**config.mk**
```make
export PLATFORM = sky130hd
export DESIGN_NAME = button_conditioner
export DESIGN_NICKNAME = d
export VERILOG_FILES = /design/src/rtl/button_conditioner_pkg.sv /design/src/rtl/debounce_channel.sv /design/src/rtl/button_conditioner.sv
export SDC_FILE = /design/constraint.sdc
export NUM_CORES = 1
export LEC_CHECK = 0
export CAP_MARGIN = 20
export CORE_MARGIN = 8
export CORE_UTILIZATION = 58
export CTS_BUF_LIST = sky130_fd_sc_hd__clkbuf_16
export CTS_CLUSTER_DIAMETER = 60
export DETAILED_ROUTE_END_ITERATION = 8
export GPL_ROUTABILITY_DRIVEN = 0
export PLACE_DENSITY = 0.84
export REMOVE_ABC_BUFFERS = 1
export SLEW_MARGIN = 20
export SYNTH_ARGS = -nofsm -noshare
export SYNTH_HDL_FRONTEND = slang
export SYNTH_HIERARCHICAL = 1
export SYNTH_SLANG_ARGS = --single-unit
```
**constraint.sdc**
```tcl
create_clock -name Clk -period 3 [get_ports Clk]
set_input_delay 0.75 -clock Clk [delete_from_list [all_inputs] [get_ports Clk]]
set_output_delay 0.75 -clock Clk [all_outputs]
set_load 0.1 [all_outputs]
```
**src/rtl/button_conditioner_pkg.sv**
```systemverilog
// rtl/button_conditioner_pkg.sv - shared state encoding, tick constant and sizing helpers for button conditioning
package button_conditioner_pkg;

    localparam int MS_TICK_HZ = 1000;

    typedef enum logic [1:0] {
        ST_RELEASED     = 2'd0,
        ST_PRESS_WAIT   = 2'd1,
        ST_HELD         = 2'd2,
        ST_RELEASE_WAIT = 2'd3
    } btn_state_e;

    // Clocks per 1 ms tick; a clock slower than 1 kHz still gets a tick every cycle.
    function automatic int calc_tick_div(input int clk_hz);
        int div;
        div = clk_hz / MS_TICK_HZ;
        return (div >= 1) ? div : 1;
    endfunction

    function automatic int cnt_width(input int max_val);
        return (max_val < 1) ? 1 : $clog2(max_val + 1);
    endfunction

endpackage

```
**src/rtl/debounce_channel.sv**
```systemverilog
// rtl/debounce_channel.sv - one button: 2-FF synchroniser, debounce FSM, hold counter and pulse outputs
module debounce_channel
    import button_conditioner_pkg::*;
#(
    parameter int DEB_MS  = 10,
    parameter int LONG_MS = 1000
) (
    input  logic Clk,
    input  logic Reset,
    input  logic tick,
    input  logic raw_n,
    output logic level,
    output logic press_pulse,
    output logic release_pulse,
    output logic long_pulse
);

    localparam int DEB_W  = cnt_width(DEB_MS);
    localparam int LONG_W = cnt_width(LONG_MS);
    localparam logic [DEB_W-1:0]  DEB_LAST  = DEB_W'(DEB_MS - 1);
    localparam logic [LONG_W-1:0] LONG_MAX  = LONG_W'(LONG_MS);
    localparam logic [LONG_W-1:0] LONG_LAST = LONG_W'(LONG_MS - 1);

    logic              sync1_q, sync1_d;
    logic              sync2_q, sync2_d;
    btn_state_e        state_q, state_d;
    logic [DEB_W-1:0]  deb_q, deb_d;
    logic [LONG_W-1:0] hold_q, hold_d;
    logic              armed_q, armed_d;
    logic              level_q, level_d;
    logic              press_q, press_d;
    logic              release_q, release_d;
    logic              long_q, long_d;
    logic              pressed;

    assign pressed = ~sync2_q;

    always_comb begin
        sync1_d   = raw_n;
        sync2_d   = sync1_q;
        state_d   = state_q;
        deb_d     = deb_q;
        hold_d    = hold_q;
        armed_d   = armed_q;
        level_d   = level_q;
        press_d   = 1'b0;
        release_d = 1'b0;
        long_d    = 1'b0;

        unique case (state_q)
            ST_RELEASED: begin
                level_d = 1'b0;
                if (pressed) begin
                    state_d = ST_PRESS_WAIT;
                    deb_d   = '0;
                end
            end
            ST_PRESS_WAIT: begin
                if (!pressed) begin
                    state_d = ST_RELEASED;
                    deb_d   = '0;
                end else if (tick) begin
                    if (deb_q == DEB_LAST) begin
                        state_d = ST_HELD;
                        deb_d   = '0;
                        hold_d  = '0;
                        armed_d = 1'b1;
                        level_d = 1'b1;
                        press_d = 1'b1;
                    end else begin
                        deb_d = deb_q + DEB_W'(1);
                    end
                end
            end
            ST_HELD: begin
                if (!pressed) begin
                    state_d = ST_RELEASE_WAIT;
                    deb_d   = '0;
                end else if (tick && (hold_q != LONG_MAX)) begin
                    hold_d = hold_q + LONG_W'(1);
                    // Armed flag keeps the long pulse to one per accepted press.
                    if ((hold_q == LONG_LAST) && armed_q) begin
                        long_d  = 1'b1;
                        armed_d = 1'b0;
                    end
                end
            end
            ST_RELEASE_WAIT: begin
                if (pressed) begin
                    state_d = ST_HELD;
                    deb_d   = '0;
                end else if (tick) begin
                    if (deb_q == DEB_LAST) begin
                        state_d   = ST_RELEASED;
                        deb_d     = '0;
                        armed_d   = 1'b0;
                        level_d   = 1'b0;
                        release_d = 1'b1;
                    end else begin
                        deb_d = deb_q + DEB_W'(1);
                    end
                end
            end
            default: begin
                state_d = ST_RELEASED;
                level_d = 1'b0;
            end
        endcase
    end

    always_ff @(posedge Clk or posedge Reset) begin
        if (Reset) begin
            sync1_q   <= 1'b1;
            sync2_q   <= 1'b1;
            state_q   <= ST_RELEASED;
            deb_q     <= '0;
            hold_q    <= '0;
            armed_q   <= 1'b0;
            level_q   <= 1'b0;
            press_q   <= 1'b0;
            release_q <= 1'b0;
            long_q    <= 1'b0;
        end else begin
            sync1_q   <= sync1_d;
            sync2_q   <= sync2_d;
            state_q   <= state_d;
            deb_q     <= deb_d;
            hold_q    <= hold_d;
            armed_q   <= armed_d;
            level_q   <= level_d;
            press_q   <= press_d;
            release_q <= release_d;
            long_q    <= long_d;
        end
    end

    assign level         = level_q;
    assign press_pulse   = press_q;
    assign release_pulse = release_q;
    assign long_pulse    = long_q;

endmodule

```
**src/rtl/button_conditioner.sv**
```systemverilog
// rtl/button_conditioner.sv - shared 1 ms tick divider feeding N independent debounce channels
module button_conditioner
    import button_conditioner_pkg::*;
#(
    parameter int N       = 2,
    parameter int CLK_HZ  = 50_000_000,
    parameter int DEB_MS  = 10,
    parameter int LONG_MS = 1000
) (
    input  logic         Clk,
    input  logic         Reset,
    input  logic [N-1:0] btn_n,
    output logic [N-1:0] btn_level,
    output logic [N-1:0] btn_press,
    output logic [N-1:0] btn_release,
    output logic [N-1:0] btn_long
);

    localparam int TICK_DIV = calc_tick_div(CLK_HZ);
    localparam int DIV_W    = cnt_width(TICK_DIV - 1);
    localparam logic [DIV_W-1:0] DIV_LAST = DIV_W'(TICK_DIV - 1);

    logic [DIV_W-1:0] div_q, div_d;
    logic             tick;

    // With a divide of one the counter stays at zero, so tick is high every cycle.
    always_comb begin
        tick  = (div_q == DIV_LAST);
        div_d = tick ? '0 : div_q + DIV_W'(1);
    end

    always_ff @(posedge Clk or posedge Reset) begin
        if (Reset) begin
            div_q <= '0;
        end else begin
            div_q <= div_d;
        end
    end

    for (genvar g = 0; g < N; g++) begin : g_chan
        debounce_channel #(
            .DEB_MS  (DEB_MS),
            .LONG_MS (LONG_MS)
        ) u_chan (
            .Clk           (Clk),
            .Reset         (Reset),
            .tick          (tick),
            .raw_n         (btn_n[g]),
            .level         (btn_level[g]),
            .press_pulse   (btn_press[g]),
            .release_pulse (btn_release[g]),
            .long_pulse    (btn_long[g])
        );
    end

endmodule

```
# Word level (Yosys, flattened, before mapping)

Cells that the tools add are included.

Word-level logic and storage cells: 178
Output and inout port bits: 8
Input bits: 4
Register bits: 62

Reductions and logical operators: 22
Equality and inequality tests: 43
Multiplexer cells: 87
Add/sub/neg operators: 5

Operators with widths:

| operator              | count |
|---|---|
| $mux 10               | 10 |
| $mux 4                | 12 |
| $pmux 10 s2           | 2 |
| $mux 1                | 38 |
| $mux 2                | 16 |
| $pmux 4 s4            | 2 |
| $ne 2x1->1 const B    | 14 |
| $reduce_and 6->1      | 4 |
| $add 10x1->10 const B | 2 |
| $eq 10x10->1 const B  | 2 |
| $ne 10x10->1 const B  | 2 |
| $reduce_and 10->1     | 2 |
| $add 16x1->16 const B | 1 |
| $eq 16x16->1 const B  | 1 |
| $mux 16               | 1 |
| $ne 2x2->1 const B    | 8 |
| $pmux 2 s4            | 2 |
| $reduce_and 7->1      | 2 |
| $pmux 1 s3            | 4 |
| $reduce_bool 3->1     | 4 |
| $ne 3x1->1 const B    | 3 |
| $ne 3x3->1 const B    | 3 |
| $add 4x1->4 const B   | 2 |
| $eq 2x2->1 const B    | 4 |
| other kinds (7)       | 16 |

# Longest topological paths before layout

Word-level depth: 6
Gate-level depth with buffers: 9
Mapped depth without buffers: 7

# Hierarchy

The synthesis kept the hierarchy.

By module, submodules not included:

| module                               | instances | cells each | sequential area each (um^2) | area each (um^2) |
|---|---|---|---|---|
| debounce_channel at g_chan[0].u_chan | 1         | 133        | 578.1                       | 1336.3 |
| debounce_channel at g_chan[1].u_chan | 1         | 119        | 578.1                       | 1187.4 |
| button_conditioner                   | 1         | 68         | 400.4                       | 757.0 |

# Worst setup path after synthesis

Ideal clock, no wire load.

Kind: reg2reg
From: reg div_q[4]
To: reg g_chan[1].u_chan.hold_q[7]
Period minus slack after synthesis: 2641 ps
Buffers on the path: 2
Required time: 2870 ps
Library setup time: 130 ps
Stages on the path, launching flop included: 9
Data arrival time: 2512 ps
Setup slack: 359 ps
Cell sequence: dfrtp_1 or4b_4 nor4_4 buf_2 nand4bb_1 buf_6 nor4_1 xnor2_1 nor2_1

Cells in the longest elaborated chain, start to end: 4
Elaborated cells on any way between the ends: 5
Those cells by class: 3 x eq/ne; 2 x reduce/logical

RTL lines:

| what                         | RTL line                 | text |
|---|---|---|
| from (decl)                  | button_conditioner.sv:23 | `logic [DIV_W-1:0] div_q, div_d;` |
| from (signal assigned)       | button_conditioner.sv:36 | `div_q <= div_d;` |
| $eq 16x16->1 *               | button_conditioner.sv:28 | `tick = (div_q == DIV_LAST);` |
| net tick                     | button_conditioner.sv:24 | `logic tick;` |
| $logic_and 1x1->1            | debounce_channel.sv:79   | `end else if (tick && (hold_q != LONG_MAX)) begin` |
| $ne 2x1->1 (no line)         | -                        |  |
| $reduce_and 6->1 (no line) * | -                        |  |
| to (signal assigned)         | debounce_channel.sv:128  | `hold_q <= hold_d;` |
| to (decl)                    | debounce_channel.sv:28   | `logic [LONG_W-1:0] hold_q, hold_d;` |

The timed path passes the listed nets; every way through them passes the cells marked *.
A chain may end at the register's enable or synchronous reset.

# Worst setup path in the final report

Same ends and word-level chain as after synthesis.

==> impl_metrics.json <==
{
  "outcome": "complete, no violations",
  "core_um2": 5470,
  "fin_setup_tns_ns": 0,
  "synth_area_um2": 3280,
  "relSlewSlack_pct": 59.6,
  "cp_max_fo": 9,
  "seq_area_frac_synth_pct": 47.4,
  "clock.fmax_ghz": 0.377,
  "synth_warnings": 6,
  "cts_root_buffer": "clkbuf_16",
  "dp_hpwl_um": 4360,
  "grt-ovfl-total": 0,
  "drtIter0Drc": 153,
  "first_pass_iters": 4,
  "vias_per_cell": 6.00,
  "synth_edf_count": 0,
  "drv_cap": 0,
  "peakVddDrop_v": 0.000389,
  "tightestPinTransition_ns": 0.605,
  "die_width_um": 91.2,
  "grt_pass1_wl_um": 11600,
  "hold_class": "flip-flop to flip-flop",
  "clock_latency_ns": 0.33,
  "port_buffers": 11,
  "ys_seq_elements": 62,
  "final_cell_mix": "dfrtp_1 (58), nand2_1 (26), nor2_1 (26), inv_1 (17), nand3_1 (14)",
  "hold_viol": 0,
  "post-route-min-period_ns": 2.65,
  "yosys.area.top_type": "dfrtp_1",
  "path_cells": "or4b_4 -> nor4_4 -> buf_4 -> nand4bb_1 -> nor4_1 -> xnor2_1 -> nor2_1",
  "dieArea_um2": 8320,
  "die_h_um": 91.2,
  "rsz0062_at_grt": "no",
  "p_leak_nw": 1.62,
  "route.detailed.wl_per_inst_um": 15.8,
  "power_density_nw_per_um2": 557,
  "final_common_cell": "dfrtp_1",
  "rows": 27,
  "vias": 2462,
  "fin_hold_ws_ns": 0.353,
  "io_pins": 12,
  "drc_errors": 0,
  "grt_pass1_vias": 2596,
  "fin_skew_ns": 0.00675,
  "worstSetupPathType": "flip-flop to flip-flop",
  "htreeDepth": 3,
  "drt-total-wl_um": 6480,
  "startpoint_type": "flip-flop",
  "synthTopCellsByArea": "dfrtp_1 (44%), xnor2_1 (3.5%), ha_1 (3.4%)",
  "cts-resized-gates": 0,
  "cts_sinks": 62,
  "cts_tree": "yes",
  "critical_path_arrival_ns": 2.85,
  "grt_max_degree": 24,
  "fin_nets": 346,
  "finalSetupViolCount": 0,
  "synthFlopType": "dfrtp_1",
  "cpPeakStageDelay_ns": 0.55,
  "synthCells": 320,
  "instances_no_fill": 410,
  "path_clk_slew_ns": 0.06,
  "yosys.cell_types.count": 53,
  "endpoint_kind": "flip-flop",
  "cts_buffers": 9,
  "required_ns": 3.20,
  "synthToLayoutAreaGrowth_pct": 14.3,
  "layout-drive-gt1-share_pct": 14.8,
  "synth_top_area_share_pct": 44.2,
  "hold_buffers": 0,
  "antenna_found_initial": 0,
  "ys_async_sr_fraction_pct": 100,
  "power_mw": 2.09,
  "grt_usage_pct": 16.7,
  "clk_path_buf_depth": 2,
  "dp_cells": 394,
  "final_antenna_net_count": 0,
  "diodes": 0,
  "critPathSlowestCell": "or4b_4",
  "post-route-period-util_pct": 88.4,
  "postCtsSetupBuffers": 0,
  "initial_core_util_pct": 59.9,
  "synth_area_per_cell_um2": 10.3,
  "final_max_slew_viol_count": 0
}
where the power goes:
group / switching, mW / total, mW / internal (mW)
clock network: 0.379 / 1.19 / 0.813
logic: 0.0286 / 0.0430 / 0.0143
registers: 0.00927 / 0.852 / 0.843
synth_stat cells (all sizes together), types with 2 or more instances:
cell type and instances:
dfrtp 58, nor2 27, nand2 26, inv 17, nand3 14, nor4 14
nand4 13, xnor2 13, o21ai 12, xor2 12, mux2i 11, a21oi 9
buf 9, ha 9, o31ai 9, nor2b 7, o22ai 6, a31o 4
clkbuf 4, dfstp 4, nand4b 4, nand3b 3, or2 3, or3 3
and2 2, and4bb 2, nand4bb 2, nor3 2, o2111ai 2, or4 2
or4bb 2
cells by family after synthesis:
group | share of synthesized area [%]
DFF | 47.4
adders and majority gates | 3.43
and+or+nand+nor | 24.3
AOI/OAI and AO/OA | 9.80
buffers and inverters | 4.61
xor gates and xnor gates | 6.67
muxes | 3.70
state kept, by name, indices dropped and copies added, names as in the netlist, named ones only:
| register | cells |
|---|---|
| div_q | 16 |
| g_chan.u_chan/armed_q | 2 |
| g_chan.u_chan/deb_q | 8 |
| g_chan.u_chan/hold_q | 20 |
| g_chan.u_chan/level | 2 |
| g_chan.u_chan/long_pulse | 2 |
| g_chan.u_chan/press_pulse | 2 |
| g_chan.u_chan/release_pulse | 2 |
| g_chan.u_chan/state_q | 2 |
| g_chan.u_chan/sync1_q | 2 |
| g_chan.u_chan/sync2_q | 2 |
worst max-delay path, delay by kind of cell (launching register included):
| kind | cells | cell delay [ns] |
|---|---|---|
| AND/OR/NAND/NOR | 5 | 1.71 |
| flip-flops | 1 | 0.43 |
| XOR/XNOR | 1 | 0.18 |
| buffers and inverters | 1 | 0.21 |
layer usage:
metal | vias up | wire [um] | part of all wire (%) | GRT usage, %
met4 | 0 | 119 | 1.8 | 8.32
met1 | 1232 | 2960 | 46 | 20.4
li1 | 1187 | - | - | -
met2 | 32 | 3210 | 50 | 27.1
met3 | 11 | 194 | 3.0 | 4.12
met5 | - | 0 | 0 | 0
final cells by class:
| cell class | count | area, um2 |
|---|---|---|
| Fill cell | 403 | 1720 |
| Multi-Input combinational cell | 228 | 1570 |
| Sequential cell | 62 | 1560 |
| Clock buffer | 9 | 225 |
| Clock inverter | 7 | 121 |
| Timing Repair Buffer | 15 | 120 |
| Tap cell | 72 | 90.1 |
| Inverter | 17 | 63.8 |
stage by stage:
step | instance area [um2] | util, % | setup slack (ns)
2_1_floorplan | 3190 | - | -0.00589
5_1_grt | 3750 | 68.5 | 0.156
3_5_place_dp | 3400 | 62.2 | 0.383
3_3_place_gp | 3400 | 62.2 | 0.502
6_report | 3750 | 68.5 | 0.347
4_1_cts | 3750 | 68.5 | 0.355
worst paths after layout:
path	startpoint	to	slack, ns	depth (start not counted)
min	g_chan[0].u_chan/sync1_q	g_chan[0].u_chan/sync2_q	0.35	0
min in group asynchronous	Reset	g_chan[1].u_chan/deb_q[3]	0.85	3
max in group asynchronous	Reset	div_q[13]	1.72	2
min reg2reg	g_chan[0].u_chan/sync1_q	g_chan[0].u_chan/sync2_q	0.35	0
max	div_q[4]	g_chan[1].u_chan/hold_q[7]	0.35	7
max reg2reg	div_q[4]	g_chan[1].u_chan/hold_q[7]	0.35	7
(Power assumes the default switching activity.)
